==> config.mk <==
export PLATFORM = sky130hd
export DESIGN_NAME = trace_player_flat
export DESIGN_NICKNAME = d
export VERILOG_FILES = /design/src/rtl/cache_pkg.sv /design/src/rtl/trace_player_if.sv /design/src/rtl/trace_player_stats.sv /design/src/rtl/trace_player.sv /design/src/flat_wrapper.sv
export SDC_FILE = /design/constraint.sdc
export NUM_CORES = 1
export LEC_CHECK = 0
export ABC_CLOCK_PERIOD_IN_PS = 2650
export CORE_MARGIN = 8
export CORE_UTILIZATION = 35
export CTS_CLUSTER_DIAMETER = 80
export DETAILED_ROUTE_END_ITERATION = 8
export GPL_TIMING_DRIVEN = 0
export PLACE_DENSITY = 0.66
export SETUP_SLACK_MARGIN = 0.5
export SYNTH_ARGS = -nofsm -noshare
export SYNTH_HDL_FRONTEND = slang
export SYNTH_SLANG_ARGS = --single-unit
==> constraint.sdc <==
create_clock -name clk -period 2.65 [get_ports clk]
set_input_delay 0.53 -clock clk [delete_from_list [all_inputs] [get_ports clk]]
set_output_delay 0.53 -clock clk [all_outputs]
set_load 0.03 [all_outputs]
==> src/rtl/cache_pkg.sv <==
// Shared definitions for the trace player and its cache-side neighbours:
// op byte encodings, player FSM states and the request record.
package cache_pkg;

  localparam int REQ_ADDR_W = 32;

  localparam logic [7:0] OP_READ  = 8'h52;  // ASCII 'R'
  localparam logic [7:0] OP_WRITE = 8'h57;  // ASCII 'W'

  typedef enum logic [2:0] {
    ST_IDLE,
    ST_FETCH,
    ST_ISSUE,
    ST_WAIT_RESP,
    ST_DONE
  } player_state_e;

  typedef struct packed {
    logic                  write;
    logic [REQ_ADDR_W-1:0] addr;
  } req_t;

endpackage

==> src/rtl/trace_player_if.sv <==
// Request/response channel between the trace player (master) and the cache (slave).
interface trace_player_if #(
  parameter int ADDR_W = 32
) ();
  logic              req_valid;
  logic              req_write;
  logic [ADDR_W-1:0] req_addr;
  logic              req_ready;
  logic              resp_valid;
  logic              resp_hit;

  modport master (
    output req_valid, req_write, req_addr,
    input  req_ready, resp_valid, resp_hit
  );

  modport slave (
    input  req_valid, req_write, req_addr,
    output req_ready, resp_valid, resp_hit
  );
endinterface

==> src/rtl/trace_player_stats.sv <==
// Replay statistics: five independent event counters with a common clear.
module trace_stats #(
  parameter int CNT_W = 10
) (
  input  logic             clk,
  input  logic             rst,
  input  logic             clear,
  input  logic             inc_rd,
  input  logic             inc_wr,
  input  logic             inc_hit,
  input  logic             inc_miss,
  input  logic             inc_bad,
  output logic [CNT_W-1:0] rd_count,
  output logic [CNT_W-1:0] wr_count,
  output logic [CNT_W-1:0] hit_count,
  output logic [CNT_W-1:0] miss_count,
  output logic [CNT_W-1:0] bad_count
);

  // Count one event per strobe; clear wins so a restart always begins at zero.
  always_ff @(posedge clk) begin
    if (rst || clear) begin
      rd_count   <= '0;
      wr_count   <= '0;
      hit_count  <= '0;
      miss_count <= '0;
      bad_count  <= '0;
    end else begin
      if (inc_rd)   rd_count   <= rd_count   + CNT_W'(1);
      if (inc_wr)   wr_count   <= wr_count   + CNT_W'(1);
      if (inc_hit)  hit_count  <= hit_count  + CNT_W'(1);
      if (inc_miss) miss_count <= miss_count + CNT_W'(1);
      if (inc_bad)  bad_count  <= bad_count  + CNT_W'(1);
    end
  end

endmodule

==> src/rtl/trace_player.sv <==
// Trace replay sequencer: walks the op/address tables, issues one cache
// request per legal entry, waits for its response and gathers statistics.
module trace_player
  import cache_pkg::*;
#(
  parameter int SIZE   = 1000,
  parameter int ADDR_W = 32,
  parameter int IDX_W  = $clog2(SIZE),
  parameter int CNT_W  = $clog2(SIZE + 1)
) (
  input  logic              clk,
  input  logic              rst,
  input  logic              start,
  output logic [IDX_W-1:0]  trace_idx,
  input  logic [7:0]        op_data,
  input  logic [ADDR_W-1:0] addr_data,
  trace_player_if.master    bus,
  output logic              busy,
  output logic              done,
  output logic [CNT_W-1:0]  rd_count,
  output logic [CNT_W-1:0]  wr_count,
  output logic [CNT_W-1:0]  hit_count,
  output logic [CNT_W-1:0]  miss_count,
  output logic [CNT_W-1:0]  bad_count
);

  player_state_e state, state_d;

  logic clear;
  logic load_req;
  logic advance;
  logic last_entry;
  logic handshake;
  logic inc_rd, inc_wr, inc_hit, inc_miss, inc_bad;

  assign last_entry = (trace_idx == IDX_W'(SIZE - 1));
  // req_valid is only ever high in ISSUE, so this is the accepting edge.
  assign handshake  = bus.req_valid & bus.req_ready;

  assign busy = (state == ST_FETCH) || (state == ST_ISSUE) || (state == ST_WAIT_RESP);
  assign done = (state == ST_DONE);

  // State register.
  always_ff @(posedge clk) begin
    if (rst) state <= ST_IDLE;
    else     state <= state_d;
  end

  // Next-state decode and per-cycle event strobes.
  always_comb begin
    state_d  = state;
    clear    = 1'b0;
    load_req = 1'b0;
    advance  = 1'b0;
    inc_rd   = 1'b0;
    inc_wr   = 1'b0;
    inc_hit  = 1'b0;
    inc_miss = 1'b0;
    inc_bad  = 1'b0;
    case (state)
      ST_IDLE, ST_DONE: begin
        if (start) begin
          clear   = 1'b1;
          state_d = ST_FETCH;
        end
      end
      ST_FETCH: begin
        if (op_data == OP_READ || op_data == OP_WRITE) begin
          load_req = 1'b1;
          state_d  = ST_ISSUE;
        end else begin
          // Unknown op: count it and move on without touching the cache.
          inc_bad = 1'b1;
          advance = 1'b1;
        end
      end
      ST_ISSUE: begin
        if (handshake) begin
          inc_rd  = ~bus.req_write;
          inc_wr  = bus.req_write;
          state_d = ST_WAIT_RESP;
        end
      end
      ST_WAIT_RESP: begin
        if (bus.resp_valid) begin
          inc_hit  = bus.resp_hit;
          inc_miss = ~bus.resp_hit;
          advance  = 1'b1;
        end
      end
      default: state_d = ST_IDLE;
    endcase
    if (advance) state_d = last_entry ? ST_DONE : ST_FETCH;
  end

  // Trace index and the registered request held stable until accepted.
  always_ff @(posedge clk) begin
    if (rst) begin
      trace_idx     <= '0;
      bus.req_valid <= 1'b0;
      bus.req_write <= 1'b0;
      bus.req_addr  <= '0;
    end else begin
      if (clear) begin
        trace_idx <= '0;
      end else if (advance && !last_entry) begin
        trace_idx <= trace_idx + IDX_W'(1);
      end
      if (load_req) begin
        bus.req_valid <= 1'b1;
        bus.req_write <= (op_data == OP_WRITE);
        bus.req_addr  <= addr_data;
      end else if (handshake) begin
        bus.req_valid <= 1'b0;
      end
    end
  end

  trace_stats #(
    .CNT_W (CNT_W)
  ) u_stats (
    .clk        (clk),
    .rst        (rst),
    .clear      (clear),
    .inc_rd     (inc_rd),
    .inc_wr     (inc_wr),
    .inc_hit    (inc_hit),
    .inc_miss   (inc_miss),
    .inc_bad    (inc_bad),
    .rd_count   (rd_count),
    .wr_count   (wr_count),
    .hit_count  (hit_count),
    .miss_count (miss_count),
    .bad_count  (bad_count)
  );

endmodule

==> src/flat_wrapper.sv <==
// flat-port wrapper written by rule: the top's interface ports become plain ports
module trace_player_flat import cache_pkg::*;
#(
  parameter int SIZE   = 1000,
  parameter int ADDR_W = 32,
  parameter int IDX_W  = $clog2(SIZE),
  parameter int CNT_W  = $clog2(SIZE + 1)
)
  (clk, rst, start, trace_idx, op_data, addr_data, busy, done, rd_count, wr_count, hit_count, miss_count, bad_count, bus_req_valid, bus_req_write, bus_req_addr, bus_req_ready, bus_resp_valid, bus_resp_hit);
  trace_player_if #(.ADDR_W(ADDR_W)) bus_i ();
  input  logic clk;
  input  logic rst;
  input  logic start;
  output logic [IDX_W-1:0] trace_idx;
  input  logic [7:0] op_data;
  input  logic [ADDR_W-1:0] addr_data;
  output logic busy;
  output logic done;
  output logic [CNT_W-1:0] rd_count;
  output logic [CNT_W-1:0] wr_count;
  output logic [CNT_W-1:0] hit_count;
  output logic [CNT_W-1:0] miss_count;
  output logic [CNT_W-1:0] bad_count;
  output wire logic [$bits(bus_i.req_valid)-1:0] bus_req_valid;
  output wire logic [$bits(bus_i.req_write)-1:0] bus_req_write;
  output wire logic [$bits(bus_i.req_addr)-1:0] bus_req_addr;
  input wire logic [$bits(bus_i.req_ready)-1:0] bus_req_ready;
  input wire logic [$bits(bus_i.resp_valid)-1:0] bus_resp_valid;
  input wire logic [$bits(bus_i.resp_hit)-1:0] bus_resp_hit;
  assign bus_req_valid = bus_i.req_valid;
  assign bus_req_write = bus_i.req_write;
  assign bus_req_addr = bus_i.req_addr;
  assign bus_i.req_ready = bus_req_ready;
  assign bus_i.resp_valid = bus_resp_valid;
  assign bus_i.resp_hit = bus_resp_hit;
  trace_player #(.SIZE(SIZE), .ADDR_W(ADDR_W), .IDX_W(IDX_W), .CNT_W(CNT_W)) u_core (.clk(clk), .rst(rst), .start(start), .trace_idx(trace_idx), .op_data(op_data), .addr_data(addr_data), .bus(bus_i), .busy(busy), .done(done), .rd_count(rd_count), .wr_count(wr_count), .hit_count(hit_count), .miss_count(miss_count), .bad_count(bad_count));
endmodule
==> impl_results.md <==
- Largest net degree at the start of global routing: 15
- Mapped Nets: 567
- Final instance area: 6310 µm²
- Required time of the critical path: 2.86 ns
- Post-synth EDFFs: 0
- Initial antenna violation count: 0
- Initial Utilization: 0.358
- Die width: 127 µm
- Worst-Skew Late Latency: 0.34 ns
- Finished Layout Cells: 823
- Final hold vios: 0
- Area grow syn2layout: 46.7%
- Count of different cell masters after synthesis: 45
- Path depth of the worst reg2reg path: 7
- Global route overflow: 0
- Post-CTS Hold Buffers: 0
- Reg clk slew, reported paths: 0.06 ns
- All-Layer GR Usage: 0.165
- Syn. warnings: 0
- H-tree depth: 3
- Post-synth top area share: 0.451
- LEAKAGE: 2.08 nW
- Status: finished clean
- Primary flip-flop cell chosen by synthesis mapping: dfxtp_1
- Routed Antenna Nets: 0
- Reg2reg setup slack: 0.59 ns
- First-pass GRT wire length: 21300 µm
- Hpwl dp: 10200 µm
- Ant diodes: 0
- Sequential area share after synthesis: 0.451
- Routed WL: 13400 µm
- Inserted Clock Buffers: 9
- DRC: 0
- Die ar.: 16100 µm²
- Worst vdd ir: 0.000292 V
- Routed len/inst: 16.3 µm
- Number of port buffers: 139
- Vias/cell: 5.28
- Synth area leader: dfxtp_1
- Slew @ Worst Pin: 0.613 ns
- Setup TNS: 0 ns
- # rows: 40
- WHS Endpoint: u_core.bus.req_addr[19]
- Setup Skew: 0.00638 ns
- Placed cell areas: 5880 µm²
- Setup-failing EPs final: 0
- Top-count cell post-synth: dfxtp_1
- Max-slew violations: 0
- First DRT Iteration DRCs: 224
- PwrDens: 514 nW/µm²
- Final Critical Period: 2.08 ns
- CTS Root Cell: clkbuf_16
- Vias in the first global route: 4233
- Crit share post-route: 0.784
- I/O pin total: 142
- Hold Path Origin: u_core.bus.req_addr[19]
- Worst R2R Start: u_core.state[2]
- Ys async rst share: 0
- Worst Setup End Kind: flip-flop
- Flops & latches, synth: 97
- Max Root-Sink Buffers: 2
- Power, Total: 0.00325 W
- CTS tree: done
- Gp weighted congestion: 0.832
- Share of cells above drive strength 1: 0.0814
- Min-Delay Path Class: reg2reg
- RSZ-0062 raised after global routing: yes
- Top cells by area, synth: dfxtp_1, a21oi_1, nand2_1, or3_1, mux2i_1
- Vias: 4342
- Die Ht: 127 µm
- Clock sink total: 97
- Reg2reg end: u_core.bus.req_addr[31]
- Post-synth top cells: dfxtp_1, nand2_1, a21oi_1
- DRT Pass-1 Iters: 4
- CP max stage delay: 0.53 ns
- Startpoint types: primary input
- Worst path cell trace: clkdlybuf4s50_1, nand4bb_4, or4_1, clkbuf_4, clkbuf_4, nand2_1, a21oi_1
- CP Data Arrival Time: 2.29 ns
- Post-Syn Instances: 515
- Layout Nets: 723
- Util after Layout: 0.526
- Average size of a mapped cell: 8.36 µm²
- Slew headroom: 0.585
- CP Class: in2reg
- Core footprint: 12000 µm²
- Fmax: 481 MHz
- Crit-path most repeated cell: clkbuf_4
- Placed cells: 801
- Max_cap viols: 0
- Crit Path Max Fanout: 10
- Slowest CP cell: or4_1
- Hold Path Cell Cnt: 2
- Post-synthesis instance area: 4300 µm²
[worst max path at each step]
| stage | startpoint | end | slack [ns] | depth (start not counted) |
|---|---|---|---|---|
| 3_3_place_gp | op_data[5] | u_core.u_stats.bad_count[1] | -0.10 | 6 |
| 4_1_cts | u_core.state[0] | busy | 0.44 | 4 |
| 3_5_place_dp | op_data[5] | u_core.u_stats.bad_count[4] | -0.14 | 6 |
| 2_1_floorplan | op_data[5] | u_core.state[0] | 0.75 | 5 |
| 5_1_grt | op_data[3] | u_core.u_stats.bad_count[6] | 0.46 | 6 |
| 6_report | op_data[3] | u_core.bus.req_addr[31] | 0.57 | 7 |
[layout by cell type, fill, tap and decap left out, drive strengths merged, types with 2 or more instances in the layout]
master / instances
o211ai: 2
or3b: 2
clkdlybuf4s50: 136
buf: 13
nor2: 23
o31ai: 12
and2: 2
a21oi: 74
and3: 5
nor4: 5
clkbuf: 37
nand4: 8
nand2: 94
xor2: 5
nor3b: 3
and4: 4
mux2i: 12
a2111o: 4
or4: 13
ha: 6
o41ai: 4
o21ai: 19
nor3: 4
nand4b: 3
and4b: 2
nand3: 24
or3: 26
xnor2: 9
nand2b: 3
dfxtp: 97
inv: 11
[routing by layer]
metal | share of wire | GRT usage
met4 | 0.023 | 0.0707
met3 | 0.052 | 0.0402
met5 | 0 | 0
met1 | 0.43 | 0.196
met2 | 0.50 | 0.276
[where the power goes]
group	switching [W]	total, W	internal [W]
combinational	0.000302	0.000511	0.000209
clock	0.000546	0.00123	0.000688
sequential	0.0000238	0.00150	0.00148
total	0.000871	0.00325	0.00238
[per-stage QoR]
step           hold slack (ns)  worst slack, ns
6_report                 0.453            0.571
5_1_grt                  0.471            0.458
4_1_cts                  0.453            0.439
3_5_place_dp             0.444           -0.143
3_3_place_gp             0.439           -0.101
2_1_floorplan            0.576            0.747
[sequential cells by signal, indices dropped and copies added (netlist names)]
signal / flops
u_core.bus.req_valid: 1
u_core.u_stats.miss_count: 10
u_core.state: 3
u_core.u_stats.bad_count: 10
u_core.bus.req_addr: 32
u_core.bus.req_write: 1
u_core.u_stats.rd_count: 10
u_core.u_stats.wr_count: 10
u_core.trace_idx: 10
u_core.u_stats.hit_count: 10
[logic make-up after synthesis]
| logic type | count (synthesis) | share of synthesized area |
|---|---|---|
| AOI/OAI and AO/OA | 120 | 0.162 |
| xor gates and xnor gates | 14 | 0.0285 |
| adders and majority gates | 6 | 0.0174 |
| buffers and inverters | 40 | 0.0392 |
| DFF | 97 | 0.451 |
| muxes | 12 | 0.0279 |
| and+or+nand+nor | 226 | 0.274 |
[area by class of cell]
class,count,area (µm²)
multi-input cells,378,2280
plain buffers,29,163
well taps,147,184
clock buffers,14,264
repair buffers,145,1430
flip-flops and latches,97,1940
inverters,11,41.3
clock inverters,2,12.5
fillers,1145,5700
[critical path: cells and delay by family]
family,cells,cell delay (ns)
AND/OR/NAND/NOR,3,0.90
buffers and inverters,3,0.80
AO/OA/AOI/OAI,1,0.06
[repair_timing]
action,in CTS,in global routing
pin swaps,0,1
endpoints found under the setup margin,83,59
gates resized for setup,18,27
buffers inserted,1,5
No activity file was read; power rests on OpenSTA's default activity.
